## config.mk

```make
export PLATFORM = sky130hd
export DESIGN_NAME = p8_sequencer
export DESIGN_NICKNAME = d
export VERILOG_FILES = /design/src/rtl/p8_seq_defs.sv /design/src/rtl/p8_prog_mem.sv /design/src/rtl/p8_sequencer.sv
export SDC_FILE = /design/constraint.sdc
export NUM_CORES = 1
export LEC_CHECK = 0
export BUFFER_PORTS_ARGS = -buffer_cell sky130_fd_sc_hd__buf_2
export CAP_MARGIN = 15
export CORE_MARGIN = 8
export CORE_UTILIZATION = 35
export CTS_CLUSTER_SIZE = 25
export DETAILED_ROUTE_END_ITERATION = 8
export PLACE_DENSITY = 0.55
export SYNTH_ARGS = -nofsm -noshare
export SYNTH_HDL_FRONTEND = slang
export SYNTH_SLANG_ARGS = --single-unit
```

## constraint.sdc

```tcl
create_clock -name clock -period 3.8 [get_ports clock]
set_input_delay 0.19 -clock clock [delete_from_list [all_inputs] [get_ports clock]]
set_output_delay 0.19 -clock clock [all_outputs]
set_load 0.01 [all_outputs]
```

## src/rtl/p8_seq_defs.sv

```systemverilog
// Shared definitions for the P8 sequencer.
// Holds the program word layout, the sequencer op (sop) encodings and the
// controller state encodings. The field helpers keep bit positions in one place.
package p8_seq_defs;

  localparam int unsigned WORD_W  = 16;
  localparam int unsigned SOP_MSB = 15;
  localparam int unsigned SOP_LSB = 12;
  localparam int unsigned PAY_MSB = 11;
  localparam int unsigned PAY_LSB = 0;
  localparam int unsigned INST_W  = 12;

  typedef enum logic [3:0] {
    SEQ_ISSUE = 4'd0,
    SEQ_WAIT  = 4'd1,
    SEQ_LOOP  = 4'd2,
    SEQ_DJNZ  = 4'd3,
    SEQ_JMP   = 4'd4,
    SEQ_HALT  = 4'd5
  } sop_e;

  typedef enum logic [1:0] {
    StIdle   = 2'd0,
    StRun    = 2'd1,
    StWait   = 2'd2,
    StHalted = 2'd3
  } state_e;

  function automatic logic [3:0] word_sop(input logic [WORD_W-1:0] word);
    return word[SOP_MSB:SOP_LSB];
  endfunction

  function automatic logic [INST_W-1:0] word_payload(input logic [WORD_W-1:0] word);
    return word[PAY_MSB:PAY_LSB];
  endfunction

endpackage

```

## src/rtl/p8_prog_mem.sv

```systemverilog
// Program store for the P8 sequencer.
// 2**AW x WORD_W register array, synchronous write, combinational read.
// Contents are deliberately not reset so a program survives a reset.
// Ports:
//   clock  system clock
//   we     write strobe (already qualified by the controller)
//   waddr  write address
//   wdata  write data
//   raddr  read address
//   rdata  combinational read data at raddr
module p8_prog_mem
  import p8_seq_defs::*;
#(
  parameter int unsigned AW = 4
) (
  input  logic              clock,
  input  logic              we,
  input  logic [AW-1:0]     waddr,
  input  logic [WORD_W-1:0] wdata,
  input  logic [AW-1:0]     raddr,
  output logic [WORD_W-1:0] rdata
);

  logic [WORD_W-1:0] mem [2**AW];

  always_ff @(posedge clock) begin
    if (we) begin
      mem[waddr] <= wdata;
    end
  end

  assign rdata = mem[raddr];

endmodule

```

## src/rtl/p8_sequencer.sv

```systemverilog
// P8 sequencer: runs a small local program that issues 12-bit
// {opcode, immediate} instructions to P8 peripherals, with wait, loop,
// jump and halt control words.
// Ports:
//   clock      system clock, rising edge
//   reset      asynchronous active-low reset
//   prog_we    program write strobe, honoured only in IDLE/HALTED
//   prog_addr  program write address
//   prog_data  program word {sop[15:12], payload[11:0]}
//   start      pulse: run from address 0 (ignored while busy)
//   stop       pulse: abort a running program (beats start)
//   inst       registered peripheral instruction, holds last issued value
//   inst_en    one-cycle valid per executed ISSUE
//   busy       high in RUN and WAIT
//   done       set by HALT, cleared by start/stop
//   error      set by an illegal sop, cleared by start/stop
//   pc         current program counter
module p8_sequencer
  import p8_seq_defs::*;
#(
  parameter int unsigned PROG_AW = 4,
  parameter int unsigned WAIT_W  = 8
) (
  input  logic               clock,
  input  logic               reset,
  input  logic               prog_we,
  input  logic [PROG_AW-1:0] prog_addr,
  input  logic [WORD_W-1:0]  prog_data,
  input  logic               start,
  input  logic               stop,
  output logic [INST_W-1:0]  inst,
  output logic               inst_en,
  output logic               busy,
  output logic               done,
  output logic               error,
  output logic [PROG_AW-1:0] pc
);

  state_e               state_q, state_d;
  logic [PROG_AW-1:0]   pc_q, pc_d;
  logic [WAIT_W-1:0]    loop_cnt_q, loop_cnt_d;
  logic [WAIT_W-1:0]    wait_cnt_q, wait_cnt_d;
  logic [INST_W-1:0]    inst_q, inst_d;
  logic                 inst_en_q, inst_en_d;
  logic                 done_q, done_d;
  logic                 error_q, error_d;

  logic [WORD_W-1:0]    word;
  logic [3:0]           sop;
  logic [INST_W-1:0]    payload;
  logic [PROG_AW-1:0]   pc_inc;
  logic                 mem_we;

  assign mem_we = prog_we & ((state_q == StIdle) | (state_q == StHalted));

  p8_prog_mem #(
    .AW (PROG_AW)
  ) u_prog_mem (
    .clock (clock),
    .we    (mem_we),
    .waddr (prog_addr),
    .wdata (prog_data),
    .raddr (pc_q),
    .rdata (word)
  );

  assign sop     = word_sop(word);
  assign payload = word_payload(word);
  assign pc_inc  = pc_q + PROG_AW'(1);  // wraps past the last word to 0

  // State register
  always_ff @(posedge clock or negedge reset) begin
    if (!reset) begin
      state_q    <= StIdle;
      pc_q       <= '0;
      loop_cnt_q <= '0;
      wait_cnt_q <= '0;
      inst_q     <= '0;
      inst_en_q  <= 1'b0;
      done_q     <= 1'b0;
      error_q    <= 1'b0;
    end else begin
      state_q    <= state_d;
      pc_q       <= pc_d;
      loop_cnt_q <= loop_cnt_d;
      wait_cnt_q <= wait_cnt_d;
      inst_q     <= inst_d;
      inst_en_q  <= inst_en_d;
      done_q     <= done_d;
      error_q    <= error_d;
    end
  end

  // Next-state logic
  always_comb begin
    state_d    = state_q;
    pc_d       = pc_q;
    loop_cnt_d = loop_cnt_q;
    wait_cnt_d = wait_cnt_q;
    inst_d     = inst_q;
    inst_en_d  = 1'b0;
    done_d     = done_q;
    error_d    = error_q;

    unique case (state_q)
      StIdle, StHalted: begin
        // stop has no effect here but still masks a coincident start
        if (start && !stop) begin
          state_d = StRun;
          pc_d    = '0;
          done_d  = 1'b0;
          error_d = 1'b0;
        end
      end

      StRun: begin
        if (stop) begin
          state_d = StIdle;
          done_d  = 1'b0;
          error_d = 1'b0;
        end else begin
          case (sop)
            SEQ_ISSUE: begin
              inst_d    = payload;
              inst_en_d = 1'b1;
              pc_d      = pc_inc;
            end
            SEQ_WAIT: begin
              // This cycle plus one WAIT cycle per count: 1 + N in total
              wait_cnt_d = payload[WAIT_W-1:0];
              if (payload[WAIT_W-1:0] != '0) begin
                state_d = StWait;
              end else begin
                pc_d = pc_inc;
              end
            end
            SEQ_LOOP: begin
              loop_cnt_d = payload[WAIT_W-1:0];
              pc_d       = pc_inc;
            end
            SEQ_DJNZ: begin
              if (loop_cnt_q != '0) begin
                loop_cnt_d = loop_cnt_q - WAIT_W'(1);
                pc_d       = payload[PROG_AW-1:0];
              end else begin
                pc_d = pc_inc;
              end
            end
            SEQ_JMP: begin
              pc_d = payload[PROG_AW-1:0];
            end
            SEQ_HALT: begin
              state_d = StHalted;
              done_d  = 1'b1;
            end
            default: begin
              state_d = StHalted;
              error_d = 1'b1;
              done_d  = 1'b0;
            end
          endcase
        end
      end

      StWait: begin
        if (stop) begin
          state_d = StIdle;
          done_d  = 1'b0;
          error_d = 1'b0;
        end else begin
          wait_cnt_d = wait_cnt_q - WAIT_W'(1);
          if (wait_cnt_q == WAIT_W'(1)) begin
            state_d = StRun;
            pc_d    = pc_inc;
          end
        end
      end

      default: state_d = StIdle;
    endcase
  end

  // Outputs
  always_comb begin
    busy    = (state_q == StRun) || (state_q == StWait);
    inst    = inst_q;
    inst_en = inst_en_q;
    done    = done_q;
    error   = error_q;
    pc      = pc_q;
  end

endmodule

```

Word-level counts from Yosys, hierarchy flattened
Memory sizes are Yosys's and may differ from the RTL's. Cells that the tools add are included. Widths: inputs -> output; s select.

Eq/ne operators: 23. Reductions and logical operators: 21. Mux-type cells: 34. Add/sub/neg operators: 3. Bitwise operators: 3.

Operators with widths (count): $mux 8 (4); $pmux 8 s2 (2); $mux 4 (6); $pmux 4 s4 (1); $reduce_bool 8->1 (2); $sub 8x1->8 const B (2); $ne 3x3->1 const B (5); $ne 2x2->1 const B (6); $pmux 4 s3 (1); $reduce_and 4->1 (3); $mux 1 (10); $mux 2 (5); $reduce_and 3->1 (3); $eq 4x2->1 const B (2); $eq 4x3->1 const B (2); $eq 8x1->1 const B (1); $pmux 1 s3 (2); $pmux 2 s3 (1); $reduce_and 6->1 (1); $reduce_or 6->1 (1); $ne 5x2->1 const B (1); $reduce_or 5->1 (1); $add 4x1->4 const B (1); $eq 2x2->1 const B (2); other kinds (17) (19).

Memories: 1. Register bits: 37. Memory bits (writable): 256. Bits of input ports: 25. Logic and storage cells: 93.

Memory list: u_prog_mem.mem (words 16, width 16, read ports 1, clocked after Yosys merged registers in 0, wr ports 1, line p8_prog_mem.sv:24) `logic [WORD_W-1:0] mem [2**AW];`.

Longest topological paths before layout
An unclocked memory read counts as a cell.

Depth in word-level cells: 6. Gate-level depth with buffers: 12. Depth with buffers taken out: 10.

Cells and area by module
From an unflattened synthesis, not the netlist that was laid out.

Cells, all modules: 656. Area total of the unflattened synthesis: 11912.7 sq um.

Modules (own cells, without submodules): p8_prog_mem (seq. area each 7687.4 sq um, times used 1, cells an instance 416, area each 9721.8 sq um); p8_sequencer (seq. area each 925.9 sq um, times used 1, cells an instance 240, area each 2190.9 sq um).

Worst setup path before layout
OpenSTA, ideal clock, no wires.

Kind: register -> register. Start point: register pc_q[1], in the netlist pc[1]. End point: register inst_q[2], in the netlist inst[2]. Buffers on the path: 4. Cell stages (with the launch flop): 10. Arrival: 2.930 ns. Required time: 3.675 ns. Setup time: 0.125 ns. Setup slack: 0.745 ns. Cell sequence: dfrtp_1 > buf_2 > buf_2 > clkbuf_1 > mux4_2 > a22oi_1 > nand4_1 > nor3_1 > buf_2 > mux2_2.

Longest elaborated chain between the ends: 3.

RTL lines: from (decl) (line p8_sequencer.sv:40) `logic [PROG_AW-1:0] pc_q, pc_d;`; from (signal assigned) (line p8_sequencer.sv:84) `pc_q <= pc_d;`; $mem_v2 16x16 *; $logic_not 4->1 (line p8_sequencer.sv:122) `case (sop)`; $reduce_and 3->1 (no source line); to (signal assigned) (line p8_sequencer.sv:87) `inst_q <= inst_d;`; to (decl) (line p8_sequencer.sv:43) `logic [INST_W-1:0] inst_q, inst_d;`.

Mark *: on every way between the ends. The rest lies on a longest branch, timed or not. A chain may end at the register's enable or synchronous reset.

Worst setup path in the final report
Start point: register pc_q[0], in the netlist pc[0]. End point: register pc_q[1], in the netlist pc[1].

Longest elaborated chain between the ends: 6.

RTL lines: $mem_v2 16x16; $eq 4x2->1 or $logic_not 4->1 (tied branches) (line p8_sequencer.sv:122); $reduce_or 2->1 (no source line); $pmux 4 s4 (line p8_sequencer.sv:122); $mux 4 (line p8_sequencer.sv:117) `if (stop) begin`; $pmux 4 s3 (line p8_sequencer.sv:105) `unique case (state_q)`.

Several ways; a longest one is shown, not always the timed one. The select of a mux whose other input is x is not followed.

==> results by group <==
Floorplan
  – Initial Util: 0.3515
  – CORE AREA: 34200 sq um
  – Die width: 201.3 um
  – Die H: 201.3 um
  – # IOs: 45
  – Num rows: 68
  – Die ar.: 40530 sq um

Global routing
  – First-pass GRT wire length: 43200 um
  – Gr ovfl total: 0
  – Vias in the first global route: 6731
  – GRT Util Overall: 0.1409
  – Initial antenna violation count: 1
  – Largest net degree at the start of global routing: 38

Critical path
  – CP peak stage delay: 0.67 ns
  – WP depth: 8
  – Worst r2r path cells: 8
  – Kind of critical path: reg2reg
  – Worst Path Required: 4.25 ns
  – Crit. End Element: flip-flop
  – Critical Path Source: pc[0]
  – Reg2reg end: pc[1]
  – Max FO, Critical Path: 20
  – Worst setup SP type: flip-flop
  – Slowest-stage cell, CP: dfrtp_4
  – Crit path DAT: 3.96 ns
  – FF-to-FF Start: pc[0]
  – CP Buf/Inv Count: 1
  – Cell Chain, Critical Path: buf_12 > mux4_2 > a22oi_1 > nand4_1 > or4_1 > a21boi_1 > o21a_1 > mux2_1
  – R2R setup slack: 0.29 ns
  – Top delay family on crit path: multiplexers

Status
  – Status: completed

Clock tree
  – Clock Latency Late Sink: 0.57 ns
  – Reg clk slew, reported paths: 0.06 ns
  – CTS Root Cell: clkbuf_16
  – Cts bufs inserted: 31
  – Htree depth: 1
  – CTS Buffer Depth: 3
  – Resized cells post-CTS: 0
  – Number of clock sinks: 293
  – CTS tree: yes

Yosys
  – Mapped Nets: 723
  – Simple-gate share of the synthesized area: 0.04205
  – EDFF count, synth: 256
  – Mapped Cells: 692
  – Ys async rst share: 0.1263
  – Ys flop type: edfxtp_1
  – Cell Area, Synth: 12020 sq um
  – Seq cells post-synth: 293
  – Sequential fraction of the synthesis area: 0.7165
  – Synth top area cells: edfxtp_1, mux4_2, dfrtp_1
  – Cell variety after synth: 56
  – Syn Area/Cell: 17.37 sq um
  – Largest family of logic cells by synthesized area: multiplexers
  – Mux cell area share after synthesis: 0.1415
  – Top post-synthesis cells by count: edfxtp_1, mux2i_1, mux4_2
  – Yosys top cell area share: 0.6395
  – XOR/XNOR Fraction of Synth Area: 0.0007286
  – Synth Area in Adders: 0.006245
  – Top-count cell post-synth: edfxtp_1
  – Yosys warnings: 0
  – Leading area contributor after synthesis: edfxtp_1
  – Synth Area in Compound Gates: 0.07223

Final layout
  – Final core utilization: 0.4130
  – Non-filler cells, final: 1259
  – Final layout net count: 810
  – Area Overhead vs Synth: 17.51%
  – Layout cells sized above 1: 0.2537
  – Finished Cell Area: 14130 sq um
  – Antenna diodes: 0

Placement
  – Dpl cells: 1194
  – Routability cong.: 0.7931
  – Dpl hpwl: 17850 um
  – Worst slack, placed: 0.3514 ns
  – IO Port Bufs: 44
  – Placed Area: 13050 sq um

Power and ir drop
  – P_leak: 4.772 nW
  – Tot Pwr: 10.02 mW
  – Pwr/cell area: 709.1 nW/um^2
  – VDD IR max: 0.3890 mV

Route
  – Vias: 6573
  – DRT Pass-1 Iters: 4
  – Routed len/inst: 23.05 um
  – Residual DRC count: 0
  – DRT iter0 DRCs: 447
  – Final ANT Viol Nets: 0
  – Total routed wirelength: 29020 um
  – Post-DR vias/cell: 5.221

Timing
  – Min Tclk post-route: 3.514 ns
  – Clock skew: 0.01431 ns
  – Rel. slew slack: 0.4123
  – Fmax: 0.2846 GHz
  – Worst slew pin tran: 0.8816 ns
  – Hold Fails Final Rpt: 0
  – Slew Limit Fails: 0
  – Endpoints failing setup: 0
  – Fin Setup TNS: 0 ns
  – Period utilization: 0.9247
  – RSZ-0062 raised after global routing: no
  – Worst hold slack: 0.01123 ns
  – Final worst slack: 0.2861 ns

Min path
  – Worst hold start: prog_data[2]
  – Hold path cells: 1
  – HP Class: in2reg
  – Hold Path End: u_prog_mem.mem[14][2]

Job
  – Max-cap violations: 0
[where the power goes]
| group | switching (mW) | internal [mW] |
|---|---|---|
| Clock | 1.22 | 1.75 |
| Combinational | 1.81 | 1.28 |
| Sequential | 0.202 | 3.75 |
| Total | 3.23 | 6.78 |
[cell usage in the layout (no fill, tap or decap), drive strengths merged, types with 8 or more instances in the layout]
cell    instances
a21oi          18
a221oi         23
a22oi          15
buf            79
clkbuf         32
clkinv         21
dfrtp          37
edfxtp        256
inv            21
mux2           19
mux2i          47
mux4           45
nand2          32
nand3           8
nor2           24
nor3           12
o21ai          34
[kinds of logic after synthesis]
kind of cell / Yosys count
simple gates: 102
buf+inv: 53
fa+ha+maj: 6
compound gates: 126
xor+xnor: 1
flops: 293
mux: 111
[state kept, by name (all words and copies together), names as in the netlist]
name / cells
loop_cnt_q: 8
state_q: 2
pc: 4
u_prog_mem.mem: 256
wait_cnt_q: 8
inst: 12
error: 1
done: 1
inst_en: 1
[how the worst max path moves through the flow]
| stage | end | slack [ns] |
|---|---|---|
| after detailed placement | pc[1] | 0.35 |
| after floorplan | inst[2] | 0.75 |
| after global routing | wait_cnt_q[7] | 0.04 |
| after CTS | pc[1] | 0.32 |
| final | pc[1] | 0.29 |
| after global placement | pc[3] | 0.37 |
[cell type report]
| type | instances | area (sq um) |
|---|---|---|
| Fill cell | 3111 | 20080 |
| Sequential cell | 293 | 8618 |
| Multi-Input combinational cell | 346 | 3217 |
| Clock buffer | 32 | 779.5 |
| Timing Repair Buffer | 86 | 640.6 |
| Tap cell | 455 | 569.3 |
| Clock inverter | 26 | 222.7 |
| Inverter | 21 | 78.83 |
[routing by layer]
metal,up-vias,global-route usage,share of wire
li1,2982,-,-
met1,3334,0.1952,0.45
met2,203,0.2168,0.45
met3,52,0.02879,0.066
met4,2,0.05166,0.034
met5,-,0,0.00045
[worst register-to-register path, delay by kind of cell, from the launching register on]
family | cells | cell delay, ns
flops | 1 | 0.67
compound gates | 3 | 0.86
mux | 2 | 0.89
buf+inv | 1 | 0.26
simple gates | 2 | 0.73
[repair_timing]
item / CTS / global route
hold buffers: 7 / 0
hold endpoints to repair: 118 / 0
buffers inserted: 0 / 0
No activity file was read; power rests on OpenSTA's default activity.
